## src/rtl/mux_stream_pkg.sv

```systemverilog
// Shared types for the handshaked N:1 stream selector.
// Grant mode and output-register state encodings.
package mux_stream_pkg;

  typedef enum logic {
    MODE_FIXED = 1'b0,
    MODE_RR    = 1'b1
  } mode_t;

  typedef enum logic {
    S_EMPTY = 1'b0,
    S_FULL  = 1'b1
  } state_t;

endpackage

```

## src/rtl/mux_stream_n_rr_picker.sv

```systemverilog
// Rotating-priority picker: first set req bit at or after ptr, wrapping.
// Ports: req[N], ptr[SW] in; gnt_valid, gnt_idx[SW] out (combinational).
module rr_picker #(
  parameter  int N  = 16,
  localparam int SW = $clog2(N)
) (
  input  logic [N-1:0]  req,
  input  logic [SW-1:0] ptr,
  output logic          gnt_valid,
  output logic [SW-1:0] gnt_idx
);

  // Scan from the far end back toward ptr so the closest hit wins.
  always_comb begin
    gnt_valid = 1'b0;
    gnt_idx   = '0;
    for (int k = N - 1; k >= 0; k--) begin
      int idx;
      idx = int'(ptr) + k;
      if (idx >= N) idx = idx - N;
      if (req[idx]) begin
        gnt_valid = 1'b1;
        gnt_idx   = SW'(idx);
      end
    end
  end

endmodule

```

## src/rtl/mux_stream_n.sv

```systemverilog
// Registered, handshaked N:1 word selector with a 1-deep output register.
// Ports: clk, rst (sync, high); a[N*W], a_valid[N] -> a_ready[N] (one-hot);
// sel[SW], mode (fixed/round-robin); y[W], y_valid, y_src[SW] <- y_ready.
// Build option MUX_STREAM_RR_EN adds the round-robin picker and pointer;
// without it the mode input is ignored and selection is always fixed.
module mux_stream_n
  import mux_stream_pkg::*;
#(
  parameter  int N  = 16,
  parameter  int W  = 32,
  localparam int SW = $clog2(N)
) (
  input  logic           clk,
  input  logic           rst,
  input  logic [N*W-1:0] a,
  input  logic [N-1:0]   a_valid,
  output logic [N-1:0]   a_ready,
  input  logic [SW-1:0]  sel,
  input  logic           mode,
  output logic [W-1:0]   y,
  output logic           y_valid,
  input  logic           y_ready,
  output logic [SW-1:0]  y_src
);

  state_t        state_q, state_d;
  logic [W-1:0]  y_q, y_d;
  logic [SW-1:0] src_q, src_d;

  logic          gnt_found;
  logic [SW-1:0] gnt_idx;
  logic          load;

  // Fixed select; out-of-range sel (non power-of-2 N) never grants.
  logic          fx_found;
  assign fx_found = (int'(sel) < N) && a_valid[sel];

`ifdef MUX_STREAM_RR_EN
  logic [SW-1:0] ptr_q, ptr_d;
  logic          rr_found;
  logic [SW-1:0] rr_idx;
  logic          rr_mode;

  rr_picker #(.N(N)) u_pick (
    .req       (a_valid),
    .ptr       (ptr_q),
    .gnt_valid (rr_found),
    .gnt_idx   (rr_idx)
  );

  assign rr_mode   = (mode_t'(mode) == MODE_RR);
  assign gnt_found = rr_mode ? rr_found : fx_found;
  assign gnt_idx   = rr_mode ? rr_idx : sel;

  // Pointer moves just past the winner, only on an accepted RR word.
  always_comb begin
    ptr_d = ptr_q;
    if (load && rr_mode) begin
      ptr_d = (int'(gnt_idx) == N - 1) ? '0 : gnt_idx + 1'b1;
    end
  end

  always_ff @(posedge clk) begin
    if (rst) ptr_q <= '0;
    else     ptr_q <= ptr_d;
  end
`else
  logic unused_mode;
  assign unused_mode = mode;
  assign gnt_found   = fx_found;
  assign gnt_idx     = sel;
`endif

  // Reset gates the handshake so no word is taken during reset.
  assign load = !rst && gnt_found &&
                ((state_q == S_EMPTY) || y_ready);

  always_comb begin
    a_ready = '0;
    if (load) a_ready[gnt_idx] = 1'b1;
  end

  always_comb begin
    state_d = state_q;
    unique case (state_q)
      S_EMPTY: if (load) state_d = S_FULL;
      S_FULL:  if (y_ready && !load) state_d = S_EMPTY;
      default: state_d = S_EMPTY;
    endcase
  end

  always_comb begin
    y_d   = y_q;
    src_d = src_q;
    if (load) begin
      y_d   = a[gnt_idx*W +: W];
      src_d = gnt_idx;
    end
  end

  always_ff @(posedge clk) begin
    if (rst) begin
      state_q <= S_EMPTY;
      y_q     <= '0;
      src_q   <= '0;
    end else begin
      state_q <= state_d;
      y_q     <= y_d;
      src_q   <= src_d;
    end
  end

  assign y       = y_q;
  assign y_src   = src_q;
  assign y_valid = (state_q == S_FULL);

endmodule

```

## config.mk

```make
export PLATFORM = sky130hd
export DESIGN_NAME = mux_stream_n
export DESIGN_NICKNAME = d
export VERILOG_FILES = /design/src/rtl/mux_stream_pkg.sv /design/src/rtl/mux_stream_n_rr_picker.sv /design/src/rtl/mux_stream_n.sv
export SDC_FILE = /design/constraint.sdc
export NUM_CORES = 1
export LEC_CHECK = 0
export ABC_AREA = 1
export BUFFER_PORTS_ARGS = -buffer_cell sky130_fd_sc_hd__buf_2
export CAP_MARGIN = 0
export CORE_AREA = 3 3 225 227
export DETAILED_ROUTE_END_ITERATION = 8
export DIE_AREA = 0 0 228 230
export PLACE_DENSITY = 0.37
export SLEW_MARGIN = 20
export SYNTH_ARGS = -nofsm -noshare
export SYNTH_HDL_FRONTEND = slang
export SYNTH_SLANG_ARGS = --single-unit
```

## constraint.sdc

```tcl
create_clock -name clk -period 1.5 [get_ports clk]
set_clock_uncertainty 0.1 [all_clocks]
set_input_delay 0.3 -clock clk [delete_from_list [all_inputs] [get_ports clk]]
set_output_delay 0.3 -clock clk [all_outputs]
set_load 0.01 [all_outputs]
```

# After elaboration in Yosys (flattened, before gate mapping)
# Cells that the tools add are included.
[op_classes]
add_sub_neg = 0
n_mux = 8
eq_ne = 0
bitwise_logic = 1
multipliers = 0
reduce_logical = 7
n_shift = 1
order_cmp = 2
div_mod_pow = 0
[op_table]
columns = ["cell", "count"]
rows = [
  ["512-bit by 10-bit indexed part select with 32-bit output", 1],
  ["16-bit two-way mux", 1],
  ["4-bit by 5-bit < comparator with 1-bit output, second input constant", 1],
  ["1-bit binary-select mux with 4-bit select", 1],
  ["1-bit demux with 4-bit select", 1],
  ["4-bit by 1-bit >= comparator with 1-bit output, second input constant", 1],
  ["1-bit logical AND", 4],
  ["1-bit two-way mux", 4],
  ["1-bit zero test", 2],
  ["1-bit one-hot mux with 2 select lines", 1],
  ["1-bit logical OR", 1],
  ["1-bit NOT", 1],
]
[word_totals]
mem_count = 0
input_bits = 536
output_inout_bits = 53
reg_bits = 37
word_cells = 22
latchBits = 0
rom_bits = 0
mem_bits_rw = 0

# Longest topological paths before layout
# Gate-level depths: netlist of run 1.
[logic_depth]
ltp_word = 8
depth_mapped = 14
depth_no_buf = 12

# Worst setup path after synthesis of run 1
# OpenSTA, ideal clock, no wires.
[synth_timing]
path_kind = "input-to-output"
start = "in sel[1]"
end = "out a_ready[0]"
t_arrival_ns = 1.380
setup_slack_ns = -0.280
t_required_ns = 1.100
stages = 6
n_path_buf = 3
path_cell_list = "buf_2 inv_2 buf_2 buf_1 nand4_1 nor2_1"
[synth_via]
elab_chain_len = 5
elab_cells_between_ends = 10
cone_classes = "order compare (2); mux (5); reduce/logical (3)"
[synth_rtl]
columns = ["element", "line_no", "rtl"]
rows = [
  ["start: declaration", "mux_stream_n.sv:18", "input logic [SW-1:0] sel,"],
  ["4-bit by 5-bit < comparator with 1-bit output (not written as such), or another cell as far along", "mux_stream_n.sv:80", "if (load) a_ready[gnt_idx] = 1'b1;"],
  ["1-bit logical AND (not written as such) / 1-bit two-way mux (equally long branches)", "mux_stream_n.sv:80, mux_stream_n.sv:36", ""],
  ["1-bit two-way mux (not written as such) / 1-bit logical AND (equally long branches)", "mux_stream_n.sv:80, mux_stream_n.sv:75", ""],
  ["1-bit demux with 4-bit select / 1-bit logical AND (equally long branches)", "mux_stream_n.sv:80, mux_stream_n.sv:75", ""],
  ["16-bit two-way mux *", "mux_stream_n.sv:80", ""],
  ["end: declaration", "mux_stream_n.sv:17", "output logic [N-1:0] a_ready,"],
]
# Every way passes the cells marked *; elsewhere a longest branch is shown, timed or not. The select of a mux whose other input is x is not followed.

# Worst setup path after layout of run 1
[layout_timing]
start = "in sel[0]"
end = "out a_ready[15]"
# Same word-level chain as after synthesis.

==> impl_metrics.sql, run 1 <==
INSERT INTO impl_metrics (metric_group, metric, value, unit) VALUES
('place', 'place.detailed.hpwl', '45400', 'um'),
('layout', 'ant_diodes', '0', ''),
('place', 'numPortBuffers', '587', ''),
('cts', 'clock_path_buffers', '2', ''),
('yosys', 'most_common_cell_in_the_netlist', 'sky130_fd_sc_hd__nand2_1', ''),
('layout', 'layout.cells.non_filler', '3038', ''),
('critical_path', 'worst_path_fanout_max', '8', ''),
('yosys', 'syn-cell-area', '7616', 'um^2'),
('sta', 'final.setup.worst_slack', '-0.4950', 'ns'),
('global_route', 'antenna_violations_before_repair', '4', ''),
('layout', 'nFillCells', '5885', ''),
('critical_path', 'worstPathRequired', '1.10', 'ns'),
('yosys', 'most_used_dff_post_synth', 'sky130_fd_sc_hd__dfxtp_1', ''),
('layout', 'final_layout_size_suffix_gt1_frac', '0.4507', ''),
('sta', 'fmaxAchievable', '501.3', 'MHz'),
('layout', 'syn_to_final_growth', '83.64', '%'),
('die', 'chipWidth', '228', 'um'),
('route', 'ant_nets_after_route', '0', ''),
('yosys', 'netlist-cell-type-count', '19', ''),
('power_and_ir_drop', 'peakVddDrop', '354.2', 'uV'),
('yosys', 'synth.net_count', '2288', ''),
('run', 'max_cap_viol_count', '0', ''),
('sta', 'relSlewSlack', '0.7358', ''),
('die', 'row_count', '81', ''),
('yosys', 'synth.largest_area_cell', 'sky130_fd_sc_hd__nand2_1', ''),
('hold_path', 'hold-path-cell-count', '3', ''),
('yosys', 'synth_largest_type_area_fraction', '0.7033', ''),
('yosys', 'yosys_register_bits', '37', ''),
('yosys', 'post_synth_inst_count', '1752', ''),
('layout', 'final_cell_area', '13990', 'um^2'),
('yosys', 'share_of_synthesized_flip_flops_with_an_asynchronous_set_or_reset', '0', ''),
('route', 'drt-initial-drc-count', '503', ''),
('sta', 'unrepaired_setup_endpoints_after_global_routing', 'yes', ''),
('die', 'die_outline_height', '230', 'um'),
('sta', 'hold_viol_final', '0', ''),
('die', 'ioPinCount', '589', ''),
('cts', 'cts_tree', 'yes', ''),
('sta', 'max_slew.worst_pin.slew', '0.3963', 'ns'),
('yosys', 'synth_enable_flop_cells', '0', ''),
('hold_path', 'hold_path.class', 'primary input to flop', ''),
('sta', 'final-setup-viol-count', '53', ''),
('global_route', 'gr-usage-all-layers', '0.2030', ''),
('status', 'failed_checks', 'setup timing', ''),
('cts', 'cts.htree.levels', '2', ''),
('sta', 'final_min_period_over_clock_period', '1.330', ''),
('die', 'floorplan.die_area', '52440', 'um^2'),
('critical_path', 'setup.worst_path.class', 'primary input to output pin', ''),
('place', 'dp_worst_setup_slack', '-0.9005', 'ns'),
('status', 'run_status', 'finished with violations', ''),
('route', 'route.detailed.vias_per_inst', '4.202', ''),
('global_route', 'grt_start_max_net_pins', '88', ''),
('yosys', 'ys.warnings.count', '0', ''),
('critical_path', 'worstSetupStartpointType', 'primary input', ''),
('cts', 'clkSlewWorstSetupHoldPaths', '0.06', 'ns'),
('cts', 'clk-insertion-delay-late', '0.28', 'ns'),
('place', 'gp_congestion', '0.8987', ''),
('route', 'drt_wl_total', '58900', 'um'),
('die', 'floorplan.initialDensity', '0.1559', ''),
('cts', 'cts_buffers', '5', ''),
('critical_path', 'reg2reg_depth', '9', ''),
('global_route', 'via_count_of_the_first_global_routing_pass', '12954', ''),
('power_and_ir_drop', 'leakage', '8.512', 'nW'),
('sta', 'slew_violations', '0', ''),
('power_and_ir_drop', 'power_per_cell_area', '457.4', 'nW/um^2'),
('global_route', 'overflow', '0', ''),
('layout', 'layout.core_utilization', '0.2863', ''),
('critical_path', 'end_kind', 'output pin', ''),
('cts', 'clock_tree.root_cell', 'sky130_fd_sc_hd__clkbuf_16', ''),
('die', 'fp.coreArea', '48850', 'um^2'),
('place', 'place_area', '11530', 'um^2'),
('route', 'via_count', '12766', '');
critical path: stages:
cell and delay (ns):
sky130_fd_sc_hd__clkbuf_16 0.17, sky130_fd_sc_hd__clkinv_16 0.08, sky130_fd_sc_hd__nand2_2 0.05, sky130_fd_sc_hd__nand2_2 0.06, sky130_fd_sc_hd__nand2_2 0.04, sky130_fd_sc_hd__nand2_2 0.07
sky130_fd_sc_hd__nand2_2 0.05, sky130_fd_sc_hd__nand2_2 0.08, sky130_fd_sc_hd__inv_2 0.05, sky130_fd_sc_hd__nand2_4 0.10, sky130_fd_sc_hd__nand4_1 0.21, sky130_fd_sc_hd__nor2_1 0.17
sky130_fd_sc_hd__buf_2 0.15
placed cells by master, fill, tap and decap left out, drive strengths merged:
| master | instances |
|---|---|
| clkbuf | 22 |
| nand2 | 1429 |
| buf | 711 |
| clkinv | 3 |
| nor2 | 119 |
| nand4 | 4 |
| a21oi | 1 |
| nand3 | 33 |
| inv | 11 |
| o21ai | 3 |
| bufbuf | 1 |
| dfxtp | 37 |
cell families after synthesis:
kind of cell | after synthesis | share of synthesized area
compound gates | 4 | 0.004107
buf+inv | 126 | 0.1061
flops | 37 | 0.09726
simple gates | 1585 | 0.7925
layer usage:
layer / wire [um] / global-route usage
met1: 25460 / 0.2498
met3: 2523 / 0.02255
met5: 27 / 0
met4: 505 / 0.02092
met2: 30380 / 0.3895
area by class of cell:
| type | instances | area, um^2 | share of cell area |
|---|---|---|---|
| clock buffer | 7 | 142.6 | 0.01020 |
| timing repair buffer | 727 | 5030 | 0.3596 |
| sequential | 37 | 740.7 | 0.05296 |
| tap | 664 | 830.8 | 0.05940 |
| timing repair inverter | 1 | 16.27 | 0.001163 |
| inverter | 13 | 82.58 | 0.005904 |
| multi-input combinational | 1589 | 7143 | 0.5107 |
report_power, final:
part | total, W | switching, W | internal (W)
Combinational | 0.00422 | 0.00238 | 0.00184
Clock | 0.00105 | 0.000400 | 0.000653
Sequential | 0.00113 | 0.0000561 | 0.00107
Total | 0.00640 | 0.00283 | 0.00356
registers in the layout, indices dropped and copies added, names as in the netlist:
name	cells
y	32
y_valid	1
y_src	4
worst paths after layout:
| path | from | endpoint | slack [ns] |
|---|---|---|---|
| worst max-delay path | sel[0] | a_ready[15] | -0.50 |
| worst min-delay path | sel[2] | y_src[2] | 0.19 |
| worst max register to register | y_valid | y[14] | 0 |
| worst min register to register | y[28] | y[28] | 0.37 |
stage by stage:
stage | total power [W] | hold slack [ns] | TNS (ns)
2_1_floorplan | 0.002852 | 0.2691 | -3.164
3_3_place_gp | 0.004595 | 0.3661 | -29.13
3_5_place_dp | 0.004586 | 0.3670 | -29.48
4_1_cts | 0.006041 | 0.1845 | -15.72
5_1_grt | 0.006915 | 0.1975 | -22.94
6_report | 0.006398 | 0.1875 | -17.49
repair_timing:
item / in CTS / in global routing
setup endpoints to repair: 52 / 53
pin swaps: 59 / 163
gates cloned: 15 / 17
setup buffers: 20 / 18
gates resized for setup: 174 / 255
(Power assumes the default switching activity.)
==> run 2, diff against run 1 <==
--- a/config.mk
+++ b/config.mk
@@ -8,10 +8,12 @@
 export ABC_AREA = 1
 export BUFFER_PORTS_ARGS = -buffer_cell sky130_fd_sc_hd__buf_2
 export CAP_MARGIN = 0
-export CORE_AREA = 3 3 225 227
+export CELL_PAD_IN_SITES_DETAIL_PLACEMENT = 1
+export CELL_PAD_IN_SITES_GLOBAL_PLACEMENT = 2
+export CORE_MARGIN = 3
+export CORE_UTILIZATION = 15
 export DETAILED_ROUTE_END_ITERATION = 8
-export DIE_AREA = 0 0 228 230
-export PLACE_DENSITY = 0.37
+export PLACE_DENSITY = 0.77
 export SLEW_MARGIN = 20
 export SYNTH_ARGS = -nofsm -noshare
 export SYNTH_HDL_FRONTEND = slang
==> run 2 against run 1 <==
  * The flow still finishes with violations (setup timing)
  * Clock power increased by 20%
  * Fmax decreased by 1.7%
  * Sequential power about the same
  * Final area decreased by 1.2%
  * Total power increased by 3.0%
  * First-iteration DRC count decreased by 10%
  * Highest routed layer unchanged
  * Non-clock buffer count decreased by 25
  * Critical path depth unchanged
  * Flip-flop and latch count unchanged
  * Die area increased by 2.0%
==> impl_metrics.sql, run 2 (synthesized netlist as in run 1, its figures left out) <==
INSERT INTO impl_metrics (metric_group, metric, value, unit) VALUES
('status', 'run_status', 'finished with violations', ''),
('status', 'failed_checks', 'setup timing', ''),
('critical_path', 'worst_path_fanout_max', '7', ''),
('hold_path', 'hold_path.class', 'primary input to flop', ''),
('die', 'ioPinCount', '589', ''),
('place', 'place.detailed.hpwl', '46230', 'um'),
('global_route', 'wire_length_of_the_first_global_routing_pass', '84680', 'um'),
('route', 'route.detailed.vias_per_inst', '4.258', ''),
('sta', 'fmaxAchievable', '492.7', 'MHz'),
('route', 'via_count', '12842', ''),
('die', 'floorplan.die_area', '53510', 'um^2'),
('die', 'floorplan.initialDensity', '0.1537', ''),
('cts', 'clock_tree.root_cell', 'sky130_fd_sc_hd__clkbuf_16', ''),
('place', 'place_area', '11410', 'um^2'),
('power_and_ir_drop', 'leakage', '8.458', 'nW'),
('critical_path', 'slowest_stage', 'sky130_fd_sc_hd__nand4_1', ''),
('layout', 'syn_to_final_growth', '81.45', '%'),
('critical_path', 'crit_path_frequent_cell', 'sky130_fd_sc_hd__nand2_1', ''),
('sta', 'relSlewSlack', '0.6430', ''),
('layout', 'mostFrequentLayoutCells', 'sky130_fd_sc_hd__nand2_1 (1179), sky130_fd_sc_hd__buf_2 (583), sky130_fd_sc_hd__nand2_2 (202)', ''),
('sta', 'hold_viol_final', '0', ''),
('cts', 'clkSlewWorstSetupHoldPaths', '0.06', 'ns'),
('critical_path', 'reg2reg_depth', '9', ''),
('global_route', 'grt_start_max_net_pins', '60', ''),
('sta', 'max_slew.worst_pin.slew', '0.5355', 'ns'),
('die', 'chipWidth', '231.3', 'um'),
('critical_path', 'cp_num_buf_inv', '4', ''),
('critical_path', 'end_kind', 'output pin', ''),
('route', 'drt_wl_total', '60090', 'um'),
('sta', 'slew_violations', '0', ''),
('global_route', 'gr-usage-all-layers', '0.2094', ''),
('die', 'die_outline_height', '231.3', 'um'),
('layout', 'largest_reg_flops', '32', ''),
('cts', 'cts_tree', 'yes', ''),
('cts', 'clk-insertion-delay-late', '0.29', 'ns'),
('global_route', 'overflow', '0', ''),
('route', 'drc', '0', ''),
('critical_path', 'timing.critical_path.arrival', '1.63', 'ns'),
('power_and_ir_drop', 'power_per_cell_area', '476.6', 'nW/um^2'),
('layout', 'layout.core_utilization', '0.2789', ''),
('global_route', 'antenna_violations_before_repair', '7', ''),
('sta', 'unrepaired_setup_endpoints_after_global_routing', 'yes', ''),
('critical_path', 'slack_of_the_worst_reg_to_reg_path', '-0.02', 'ns'),
('layout', 'final_layout_size_suffix_gt1_frac', '0.4345', ''),
('layout', 'finalNetCount', '2885', ''),
('route', 'detail_route.first_pass.iterations', '4', ''),
('die', 'fp.coreArea', '49560', 'um^2'),
('hold_path', 'hold-path-cell-count', '3', ''),
('power_and_ir_drop', 'peakVddDrop', '349.2', 'uV'),
('layout', 'nFillCells', '6738', ''),
('cts', 'clock_path_buffers', '2', ''),
('route', 'drt-initial-drc-count', '452', ''),
('sta', 'final.setup.tns', '-18.32', 'ns'),
('power_and_ir_drop', 'total_power', '0.006587', 'W'),
('layout', 'layout.cells.most_common', 'sky130_fd_sc_hd__nand2_1', ''),
('route', 'ant_nets_after_route', '0', ''),
('critical_path', 'critical_path.cell_chain', 'clkbuf_16, inv_6, nand2_1, nand2_1, nand2_1, nand2_1, nand2_1, nand2_2, inv_2, nand2_4, nand4_1, nor2_1, buf_2', ''),
('sta', 'final-setup-viol-count', '49', ''),
('critical_path', 'worstPathRequired', '1.10', 'ns'),
('die', 'row_count', '81', ''),
('sta', 'period_needed', '2.030', 'ns'),
('critical_path', 'crit_path_max_incr_delay', '0.20', 'ns'),
('sta', 'final_min_period_over_clock_period', '1.353', ''),
('cts', 'cts_buffers', '5', ''),
('run', 'max_cap_viol_count', '0', ''),
('place', 'gp_congestion', '0.8710', ''),
('place', 'numPortBuffers', '587', ''),
('route', 'wl_per_cell', '19.92', 'um'),
('critical_path', 'timing.critical_path.depth', '13', ''),
('critical_path', 'critical_path.top_delay_family', 'simple AND/OR/NAND/NOR gates', ''),
('critical_path', 'setup.worst_path.class', 'primary input to output pin', ''),
('global_route', 'via_count_of_the_first_global_routing_pass', '13615', ''),
('cts', 'tritoncts_num_sinks', '37', ''),
('layout', 'final_cell_area', '13820', 'um^2'),
('sta', 'final.setup.worst_slack', '-0.5295', 'ns'),
('cts', 'cts.htree.levels', '2', ''),
('critical_path', 'worstSetupStartpointType', 'primary input', '');
## run 2: worst reg2reg max path, delay by kind of cell (launching register included)
kind                   cells  cell delay [ns]
buffers and inverters      4             0.45
flip-flops                 1             0.32
AND/OR/NAND/NOR            5             0.59
## run 2: layout make-up
| type | instances | area (um^2) | area share |
|---|---|---|---|
| clock buffers | 7 | 142.6 | 0.01032 |
| multi-input cells | 1589 | 7121 | 0.5153 |
| diodes | 2 | 5.005 | 0.0003622 |
| clock inverters | 1 | 30.03 | 0.002173 |
| well taps | 664 | 830.8 | 0.06012 |
| flip-flops and latches | 37 | 742.0 | 0.05369 |
| repair buffers | 702 | 4872 | 0.3526 |
| repair inverters | 1 | 8.758 | 0.0006338 |
| inverters | 13 | 67.56 | 0.004889 |
## run 2: path summary, 6_finish.rpt
path | startpoint | end
max | sel[0] | a_ready[13]
min | rst | y_valid
min reg2reg | y[11] | y[11]
max reg2reg | y_valid | y[27]
## run 2: routing by layer
layer / part of all wire / global-route usage
met1: 0.42 / 0.2545
met2: 0.51 / 0.3915
met3: 0.048 / 0.02532
met4: 0.026 / 0.04668
met5: 0.00098 / 0
## run 2: timing repair
item,in CTS,in global routing
resized for setup,230,187
buffers inserted,19,7
hold buffers,0,0
pin swaps,124,127
hold endpoints to repair,0,0
endpoints found under the setup margin,52,52
cloned,22,7
## run 2: where the power goes
part           switching (W)  internal [W]  leakage, nW
Clock               0.000433      0.000832       0.0841
Combinational        0.00240       0.00179         8.07
Sequential         0.0000542       0.00107        0.304
Total                0.00289       0.00369         8.46
## run 2: through the flow
step	worst slack (ns)	instances	hold WS (ns)
final	-0.5295	3016	0.2087
after global routing	-0.6273	3016	0.2254
after CTS	-0.5461	3003	0.2156
after detailed placement	-0.6964	2954	0.3664
after global placement	-0.7073	2954	0.3652
after floorplan	-0.1907	1752	0.2691
==> run 3, diff against run 2 <==
--- a/config.mk
+++ b/config.mk
@@ -14,6 +14,7 @@
 export CORE_UTILIZATION = 15
 export DETAILED_ROUTE_END_ITERATION = 8
 export PLACE_DENSITY = 0.77
+export RECOVER_POWER = 25
 export SLEW_MARGIN = 20
 export SYNTH_ARGS = -nofsm -noshare
 export SYNTH_HDL_FRONTEND = slang
==> run 3 against run 2 <==
  * Final area about the same
  * First-iteration DRC count rose by 0.22%
  * Die area unchanged
  * Highest routed layer unchanged
  * Total power about the same
  * The run still ends with setup timing left
  * Largest power group unchanged
  * Via count is essentially flat
  * Critical path depth unchanged
  * Worst setup slack improved by 0.0030 ns
==> impl_metrics.sql, run 3 (synthesized netlist as in run 1, its figures left out) <==
INSERT INTO impl_metrics (metric_group, metric, value, unit) VALUES
('power_and_ir_drop', 'leakage', '8.422', 'nW'),
('sta', 'hold_viol_final', '0', ''),
('place', 'gp_congestion', '0.8710', ''),
('route', 'detail_route.first_pass.iterations', '4', ''),
('layout', 'final_layout_size_suffix_gt1_frac', '0.4306', ''),
('layout', 'layout.cells.most_common', 'sky130_fd_sc_hd__nand2_1', ''),
('place', 'numPortBuffers', '587', ''),
('cts', 'clock_path_buffers', '2', ''),
('sta', 'relSlewSlack', '0.6412', ''),
('cts', 'clock_tree.root_cell', 'sky130_fd_sc_hd__clkbuf_16', ''),
('layout', 'layout.core_utilization', '0.2786', ''),
('critical_path', 'critical_path.cell_chain', 'clkbuf_16, inv_6, nand2_1, nand2_1, nand2_1, nand2_1, nand2_1, nand2_2, inv_2, nand2_4, nand4_1, nor2_1, buf_2', ''),
('die', 'floorplan.initialDensity', '0.1537', ''),
('layout', 'largest_reg_flops', '32', ''),
('route', 'drt_wl_total', '60060', 'um'),
('critical_path', 'worstPathRequired', '1.10', 'ns'),
('die', 'floorplan.die_area', '53510', 'um^2'),
('layout', 'finalNetCount', '2885', ''),
('critical_path', 'cp_num_buf_inv', '4', ''),
('power_and_ir_drop', 'total_power', '0.006583', 'W'),
('power_and_ir_drop', 'peakVddDrop', '349.6', 'uV'),
('power_and_ir_drop', 'power_per_cell_area', '476.8', 'nW/um^2'),
('sta', 'final.setup.worst_slack', '-0.5265', 'ns'),
('route', 'via_count', '12833', ''),
('critical_path', 'critical_path.top_delay_family', 'simple AND/OR/NAND/NOR gates', ''),
('critical_path', 'slowest_stage', 'sky130_fd_sc_hd__nand4_1', ''),
('cts', 'clk-insertion-delay-late', '0.29', 'ns'),
('sta', 'final_min_period_over_clock_period', '1.351', ''),
('sta', 'slew_violations', '0', ''),
('die', 'chipWidth', '231.3', 'um'),
('critical_path', 'crit_path_max_incr_delay', '0.20', 'ns'),
('layout', 'nFillCells', '6742', ''),
('run', 'max_cap_viol_count', '0', ''),
('status', 'failed_checks', 'setup timing', ''),
('critical_path', 'timing.critical_path.arrival', '1.63', 'ns'),
('critical_path', 'end_kind', 'output pin', ''),
('layout', 'syn_to_final_growth', '81.30', '%'),
('layout', 'register_area', '742.0', 'um^2'),
('sta', 'final.setup.tns', '-18.32', 'ns'),
('global_route', 'grt_start_max_net_pins', '60', ''),
('global_route', 'overflow', '0', ''),
('route', 'ant_nets_after_route', '0', ''),
('critical_path', 'crit_path_frequent_cell', 'sky130_fd_sc_hd__nand2_1', ''),
('global_route', 'gr-usage-all-layers', '0.2094', ''),
('hold_path', 'hold_path.class', 'primary input to flop', ''),
('cts', 'cts_buffers', '5', ''),
('sta', 'final-setup-viol-count', '49', ''),
('sta', 'period_needed', '2.027', 'ns'),
('sta', 'max_slew.worst_pin.slew', '0.5382', 'ns'),
('critical_path', 'worst_path_fanout_max', '7', ''),
('route', 'route.detailed.vias_per_inst', '4.255', ''),
('place', 'place.detailed.hpwl', '46230', 'um'),
('cts', 'cts_hold_bufs', '0', ''),
('critical_path', 'setup.worst_path.class', 'primary input to output pin', ''),
('route', 'drt-initial-drc-count', '453', ''),
('cts', 'cts.htree.levels', '2', ''),
('layout', 'mostFrequentLayoutCells', 'sky130_fd_sc_hd__nand2_1 (1179), sky130_fd_sc_hd__buf_2 (574), sky130_fd_sc_hd__nand2_2 (202)', ''),
('cts', 'clkSlewWorstSetupHoldPaths', '0.06', 'ns'),
('global_route', 'antenna_violations_before_repair', '7', ''),
('route', 'drc', '0', ''),
('global_route', 'via_count_of_the_first_global_routing_pass', '13615', ''),
('cts', 'cts_tree', 'yes', ''),
('layout', 'multiInputGateArea', '7121', 'um^2'),
('global_route', 'wire_length_of_the_first_global_routing_pass', '84680', 'um'),
('cts', 'tritoncts_num_sinks', '37', ''),
('status', 'run_status', 'finished with violations', ''),
('sta', 'fmaxAchievable', '493.5', 'MHz'),
('die', 'die_outline_height', '231.3', 'um'),
('critical_path', 'worstSetupStartpointType', 'primary input', ''),
('route', 'wl_per_cell', '19.91', 'um'),
('die', 'row_count', '81', ''),
('die', 'ioPinCount', '589', ''),
('die', 'fp.coreArea', '49560', 'um^2'),
('sta', 'unrepaired_setup_endpoints_after_global_routing', 'yes', '');
run 3: worst paths after layout:
check	cells after the start	end	slack (ns)	startpoint
min	3	y_valid	0.21	rst
max reg2reg	9	y[27]	-0.02	y_valid
min reg2reg	2	y[11]	0.38	y[11]
max	13	a_ready[13]	-0.53	sel[0]
run 3: report_power, final:
part,leakage (nW),switching (W),internal (W)
registers,0.304,0.0000550,0.00107
clock network,0.0841,0.000434,0.000832
logic,8.03,0.00241,0.00178
run 3: area by class of cell:
type	instances	area share
timing repair inverter	1	0.0006343
clock buffer	7	0.01033
multi-input combinational	1589	0.5157
inverter	13	0.004893
tap	664	0.06017
timing repair buffer	702	0.3520
antenna	2	0.0003625
clock inverter	1	0.002175
sequential	37	0.05373
run 3: repair_timing:
item | 4_1_cts | 5_1_grt
endpoints found under the setup margin | 52 | 52
buffers inserted | 19 | 7
resized for setup | 230 | 187
pin swaps | 124 | 127
gates cloned | 22 | 7
run 3: per-layer routing:
layer  global-route usage  vias up  wire (um)
met1               0.2545     5919      25020
met3              0.02532       69       2932
li1                     -     6399          -
met4              0.04668        8       1574
met2               0.3915      438      30470
met5                    0        -         59
run 3: per-stage QoR:
stage | instance area (um^2) | worst slack [ns] | hold WS [ns] | std cells
6_report | 13810 | -0.5265 | 0.2085 | 3016
5_1_grt | 13810 | -0.6273 | 0.2254 | 3016
4_1_cts | 13080 | -0.5461 | 0.2156 | 3003
3_5_place_dp | 11410 | -0.6964 | 0.3664 | 2954
3_3_place_gp | 11410 | -0.7073 | 0.3652 | 2954
2_1_floorplan | 7669 | -0.1907 | 0.2691 | 1752
run 3: worst min-delay path, cell delays in order:
cell and delay (ns):
sky130_fd_sc_hd__buf_2 0.11, sky130_fd_sc_hd__buf_4 0.11, sky130_fd_sc_hd__a21oi_1 0.04
